File: src/rtl/icache_pkg.sv
// Shared definitions for the direct-mapped burst-refill instruction cache:
// FSM state encoding and address-field width helpers.
package icache_pkg;

  typedef enum logic [1:0] {
    ST_IDLE     = 2'd0,
    ST_REFILL   = 2'd1,
    ST_ACK      = 2'd2,
    ST_ACK_MISS = 2'd3
  } state_e;

  function automatic int calc_off_w(input int line_words);
    return $clog2(line_words);
  endfunction

  function automatic int calc_idx_w(input int num_lines);
    return $clog2(num_lines);
  endfunction

  // The two low address bits select a byte within a word and never reach the tag.
  function automatic int calc_tag_w(input int addr_w, input int line_words, input int num_lines);
    return addr_w - $clog2(line_words) - $clog2(num_lines) - 2;
  endfunction

endpackage

File: src/rtl/icache_line_ram.sv
// Cache data storage: one 32-bit word per {line index, word offset},
// synchronous write, combinational read.
module icache_line_ram #(
  parameter int AW    = 5,
  parameter int DEPTH = 32
) (
  input  logic          clk,
  input  logic          we,
  input  logic [AW-1:0] waddr,
  input  logic [31:0]   wdata,
  input  logic [AW-1:0] raddr,
  output logic [31:0]   rdata
);

  logic [31:0] mem [DEPTH];

  always_ff @(posedge clk) begin
    if (we) mem[waddr] <= wdata;
  end

  assign rdata = mem[raddr];

endmodule

File: src/rtl/icache_dm_burst.sv
// Direct-mapped instruction cache between the Wishbone fetch port and the
// BRAM controller; misses refill a whole line from an in-order beat stream.
module icache_dm_burst
  import icache_pkg::*;
#(
  parameter int LINE_WORDS = 8,
  parameter int NUM_LINES  = 4,
  parameter int ADDR_W     = 32
) (
  input  logic              clk,
  input  logic              rst,
  input  logic              wbs_stb_i,
  input  logic              wbs_cyc_i,
  input  logic              wbs_we_i,
  input  logic [ADDR_W-1:0] wbs_adr_i,
  output logic              wbs_ack_o,
  output logic [31:0]       wbs_dat_o,
  input  logic              cache_flush,
  output logic              refill_req,
  output logic [ADDR_W-1:0] refill_adr,
  input  logic [31:0]       bram_data_in,
  input  logic              bram_in_valid
);

  localparam int OFF_W  = calc_off_w(LINE_WORDS);
  localparam int IDX_W  = calc_idx_w(NUM_LINES);
  localparam int IDX_B  = (IDX_W > 0) ? IDX_W : 1;
  localparam int TAG_W  = calc_tag_w(ADDR_W, LINE_WORDS, NUM_LINES);
  localparam int RAM_AW = OFF_W + IDX_W;
  localparam logic [OFF_W-1:0] LAST_BEAT = OFF_W'(LINE_WORDS - 1);

  // Handshakes: a read transfer is stb&cyc&~we held until the single-cycle
  // ack; refill beats are accepted whenever bram_in_valid is high in REFILL
  // (no back-pressure), and refill_req stays high until the last beat lands.
  state_e state, state_nx;

  logic              req, wr, hit, beat, last_beat, ack;
  logic [OFF_W-1:0]  a_off, lat_off, cnt;
  logic [IDX_B-1:0]  a_idx, lat_idx;
  logic [TAG_W-1:0]  a_tag, lat_tag;
  logic [TAG_W-1:0]  tag_mem [NUM_LINES];
  logic [NUM_LINES-1:0] valid;
  logic              flush_seen;
  logic [31:0]       dat_q, ram_rdata;
  logic [RAM_AW-1:0] ram_raddr, ram_waddr;
  logic [ADDR_W-1:0] refill_base;
  logic              unused_adr;

  assign req        = wbs_stb_i & wbs_cyc_i & ~wbs_we_i;
  assign wr         = wbs_stb_i & wbs_cyc_i & wbs_we_i;
  assign a_off      = wbs_adr_i[OFF_W+1:2];
  assign a_tag      = wbs_adr_i[ADDR_W-1:OFF_W+IDX_W+2];
  assign unused_adr = ^wbs_adr_i[1:0];

  generate
    if (IDX_W > 0) begin : g_idx
      assign a_idx       = wbs_adr_i[OFF_W+IDX_W+1:OFF_W+2];
      assign ram_raddr   = {a_idx, a_off};
      assign ram_waddr   = {lat_idx, cnt};
      assign refill_base = {lat_tag, lat_idx, {(OFF_W+2){1'b0}}};
    end else begin : g_no_idx
      assign a_idx       = '0;
      assign ram_raddr   = a_off;
      assign ram_waddr   = cnt;
      assign refill_base = {lat_tag, {(OFF_W+2){1'b0}}};
    end
  endgenerate

  assign hit       = valid[a_idx] && (tag_mem[a_idx] == a_tag);
  assign beat      = (state == ST_REFILL) && bram_in_valid;
  assign last_beat = beat && (cnt == LAST_BEAT);

  icache_line_ram #(
    .AW    (RAM_AW),
    .DEPTH (NUM_LINES * LINE_WORDS)
  ) u_line_ram (
    .clk   (clk),
    .we    (beat),
    .waddr (ram_waddr),
    .wdata (bram_data_in),
    .raddr (ram_raddr),
    .rdata (ram_rdata)
  );

  always_ff @(posedge clk or posedge rst) begin
    if (rst) state <= ST_IDLE;
    else     state <= state_nx;
  end

  always_comb begin
    state_nx = state;
    case (state)
      ST_IDLE:     if (req) state_nx = hit ? ST_ACK : ST_REFILL;
      ST_REFILL:   if (last_beat) state_nx = ST_ACK_MISS;
      ST_ACK:      state_nx = ST_IDLE;
      ST_ACK_MISS: state_nx = ST_IDLE;
      default:     state_nx = ST_IDLE;
    endcase
  end

  // An abandoned miss still finishes the refill but must not ack a dead transfer.
  always_comb begin
    ack        = 1'b0;
    refill_req = 1'b0;
    case (state)
      ST_ACK:      ack = 1'b1;
      ST_ACK_MISS: ack = req;
      ST_REFILL:   refill_req = 1'b1;
      default:     ;
    endcase
  end

  assign wbs_ack_o  = ack;
  assign wbs_dat_o  = ack ? dat_q : 32'd0;
  assign refill_adr = refill_req ? refill_base : '0;

  // The requested word is captured from the beat stream as it passes, so the
  // miss ack needs no second RAM read.
  always_ff @(posedge clk or posedge rst) begin
    if (rst) begin
      cnt        <= '0;
      lat_off    <= '0;
      lat_idx    <= '0;
      lat_tag    <= '0;
      dat_q      <= '0;
      flush_seen <= 1'b0;
    end else begin
      case (state)
        ST_IDLE: begin
          if (req) begin
            if (hit) begin
              dat_q <= ram_rdata;
            end else begin
              lat_idx    <= a_idx;
              lat_tag    <= a_tag;
              lat_off    <= a_off;
              cnt        <= '0;
              flush_seen <= 1'b0;
            end
          end
        end
        ST_REFILL: begin
          if (cache_flush) flush_seen <= 1'b1;
          if (beat) begin
            cnt <= cnt + OFF_W'(1);
            if (cnt == lat_off) dat_q <= bram_data_in;
          end
        end
        default: ;
      endcase
    end
  end

  // A flush anywhere during the refill leaves the completed line invalid.
  always_ff @(posedge clk or posedge rst) begin
    if (rst) begin
      valid <= '0;
    end else if (cache_flush) begin
      valid <= '0;
    end else if ((state == ST_IDLE) && wr && hit) begin
      valid[a_idx] <= 1'b0;
    end else if (last_beat && !flush_seen) begin
      valid[lat_idx] <= 1'b1;
    end
  end

  always_ff @(posedge clk) begin
    if (last_beat) tag_mem[lat_idx] <= lat_tag;
  end

endmodule

File: config.mk
export PLATFORM = sky130hd
export DESIGN_NAME = icache_dm_burst
export DESIGN_NICKNAME = d
export VERILOG_FILES = /design/src/rtl/icache_pkg.sv /design/src/rtl/icache_line_ram.sv /design/src/rtl/icache_dm_burst.sv
export SDC_FILE = /design/constraint.sdc
export NUM_CORES = 1
export LEC_CHECK = 0
export CORE_ASPECT_RATIO = 0.5
export CORE_MARGIN = 8
export CORE_UTILIZATION = 60
export CTS_CLUSTER_DIAMETER = 40
export DETAILED_ROUTE_END_ITERATION = 6
export PLACE_DENSITY_LB_ADDON = 0.1
export SYNTH_ARGS = -nofsm -noshare
export SYNTH_HDL_FRONTEND = slang
export SYNTH_SLANG_ARGS = --single-unit
File: constraint.sdc
create_clock -name clk -period 6.91 [get_ports clk]
set_input_delay 1.382 -clock clk [delete_from_list [all_inputs] [get_ports clk]]
set_output_delay 1.382 -clock clk [all_outputs]
set_load 0.005 [all_outputs]
==> reports/results.ini <==
[detailed_routing]
drcViolationCount=0
vias_per_cell=6.55
routed_wl_um=108000
route.vias.total=22100
firstDrtPassIters=5
drtAntennaViolNets=0
wl_per_cell_um=32.1
drtIter0Drc=2691

[flow_run]
maxCapViolCount=0

[cells_and_area]
nFillCells=4769
syn2layout_area_growth_pct=13.7
fin_cells=3372
regArea_um2=35600
nets=2325
multi_input_area_um2=10800
drive_gt1_frac=0.289
num_antenna_cells=0

[die]
dieWidth_um=410
die_y_um=213
start_util=0.604
die_area_um2=87400
core_area_um2=77100
row_count=72
io_pins=137

[outcome]
outcome=completed

[worst_setup_path]
arrival_ns=3.85
cpMaxStageDelayCell=o21ai_4
cp_max_fo=33
endpoint_kind=output pin
cp_common_cell=clkdlybuf4s50_1
path_cells=clkdlybuf4s50_1, nand2_1, o21ai_4, and3_1, clkdlybuf4s50_1
worstPathRequired_ns=5.53
max_stage_delay_ns=0.90
start_kind=input port
crit_type=in -> out

[cts]
cts_tree=done
cts_hold_buf=0
clkLatencyLatePin_ns=0.69
path_clk_slew_ns=0.07
root_buffer=clkbuf_16
cts_setup_buffers=0
clock_path_buffers=3
cts_resized=0
htree_levels=3
cts_sinks=1196
cts-buffers-inserted=103

[synthesis]
synth_top_family_by_area=multiplexers
yosysUniqueCellTypes=49
synth-edff-count=1124
ys.flop_type=edfxtp_1
synth-xor-area-share=0.00395
synth_area_um2=46600
synth-compound-area-share=0.00991
synth_top_area_share=0.724
syn_avg_cell_area_um2=22.6
yosysSeqAreaShare=0.763
ys_ff_latch=1196
muxShareOfSynthArea=0.190
synthTopCellsByCount=1124 x edfxtp_1, 337 x mux4_2, 72 x dfrtp_1
synthSimpleGateAreaFrac=0.0201
yosys.area.top_type=edfxtp_1
yosysMostFrequentCell=edfxtp_1
synthArstFlopShare=0.0602
yosysWarnings=0
synthAdderAreaFrac=0.00134
synthCells=2061
synth.area.top_cells=edfxtp_1 72%, mux4_2 16%, dfrtp_1 3.9%

[power]
powerDensity_nw_per_um2=315
p_leak_nw=17.2
finalPower_mw=16.7
peakVddDrop_v=0.000202
switching_share=0.238
p_sw_mw=3.97
pwr-share-seq=0.525
pwr-share-comb=0.119
clock_power_share=0.356
p_int_mw=12.7

[place]
io_buffer_count=129
dp.cells=3180
place_congestion=0.798
dp_hpwl_um=58200

[sta]
grt_setup_unrepaired=false
slew_headroom=0.0726
worstMarginPinSlew_ns=1.39
setup_viol=0
fin_crit_ns=5.24
finalHoldViolCount=0
period_share=0.758
skew_ns=0.0304
max_freq_mhz=191
slew_violations=0
finalSetupTns_ns=0

[global_routing]
grt_start_max_net_pins=116
track_usage=0.250
grt_pass1_vias=22400
grt_pass1_wl_um=156000
overflow=0
antenna_found_initial=1

[min_path]
hp-class=reg -> reg

routing by layer:
layer,vias up,wire (um),global-route usage
met4,0,2210,0.0597
met1,11800,44400,0.367
met2,1128,50900,0.391
met3,142,10700,0.0587
li1,9026,-,-
met5,-,0,0
layout make-up:
| type | instances | area share |
|---|---|---|
| clock inverters | 61 | 0.0132 |
| flip-flops and latches | 1196 | 0.671 |
| inverters | 10 | 0.000755 |
| repair buffers | 195 | 0.0345 |
| clock buffers | 131 | 0.0520 |
| well taps | 1036 | 0.0245 |
| multi-input cells | 743 | 0.204 |
per-stage QoR:
stage,hold slack (ns),worst slack [ns],util,area (um^2)
after floorplan,0.471,2.75,-,46600
after global placement,0.482,1.37,0.642,49500
after detailed placement,0.488,1.34,0.642,49500
after CTS,0.504,1.71,0.687,53000
after global routing,0.518,1.56,0.687,53000
final,0.501,1.67,0.687,53000
worst paths after layout:
path / start / endpoint / cells after the start / slack, ns
worst min-delay path: dat_q[3] / dat_q[3] / 1 / 0.50
min in group asynchronous: rst / dat_q[9] / 2 / 1.03
worst max register to register: state[1] / u_line_ram.mem[18][3] / 5 / 2.60
max in group asynchronous: rst / state[1] / 3 / 4.68
worst max-delay path: wbs_cyc_i / wbs_dat_o[6] / 5 / 1.67
worst min register to register: dat_q[3] / dat_q[3] / 1 / 0.50
kinds of logic after synthesis:
group | Yosys count
muxes | 446
DFF | 1196
buffers and inverters | 126
adders and majority gates | 5
other | 1
and+or+nand+nor | 186
AOI/OAI and AO/OA | 80
xor gates and xnor gates | 21
flip-flops by register name, indices dropped and copies added, names as in the netlist, 2 cells and up:
register        flops
lat_tag            25
lat_idx             2
valid               4
tag_mem           100
lat_off             3
dat_q              32
cnt                 3
state               2
u_line_ram.mem   1024
power by group through the flow:
stage	Sequential, mW	Clock [mW]	Combinational [mW]
4_1_cts	8.77	6.02	2.01
5_1_grt	8.82	6.29	2.13
3_3_place_gp	8.89	0	1.97
3_5_place_dp	8.92	0	2.00
6_report	8.77	5.94	1.99
2_1_floorplan	8.80	0	1.17
layout by cell type (no fill, tap or decap), drive strengths merged, types with 29 or more instances in the layout:
cell              n
and2             29
and3             33
buf              71
clkbuf          131
clkdlybuf4s50   124
clkinv           32
dfrtp            72
edfxtp         1124
mux2             59
mux2i            50
mux4            337
nand2            52
nor2             45
o21ai            44
worst max-delay path: cells and delay by family:
family                 cells  cell delay (ns)
buffers and inverters      2             1.09
AO/OA/AOI/OAI              1             0.90
AND/OR/NAND/NOR            2             0.47
Power figures use the tool's default switching activity.
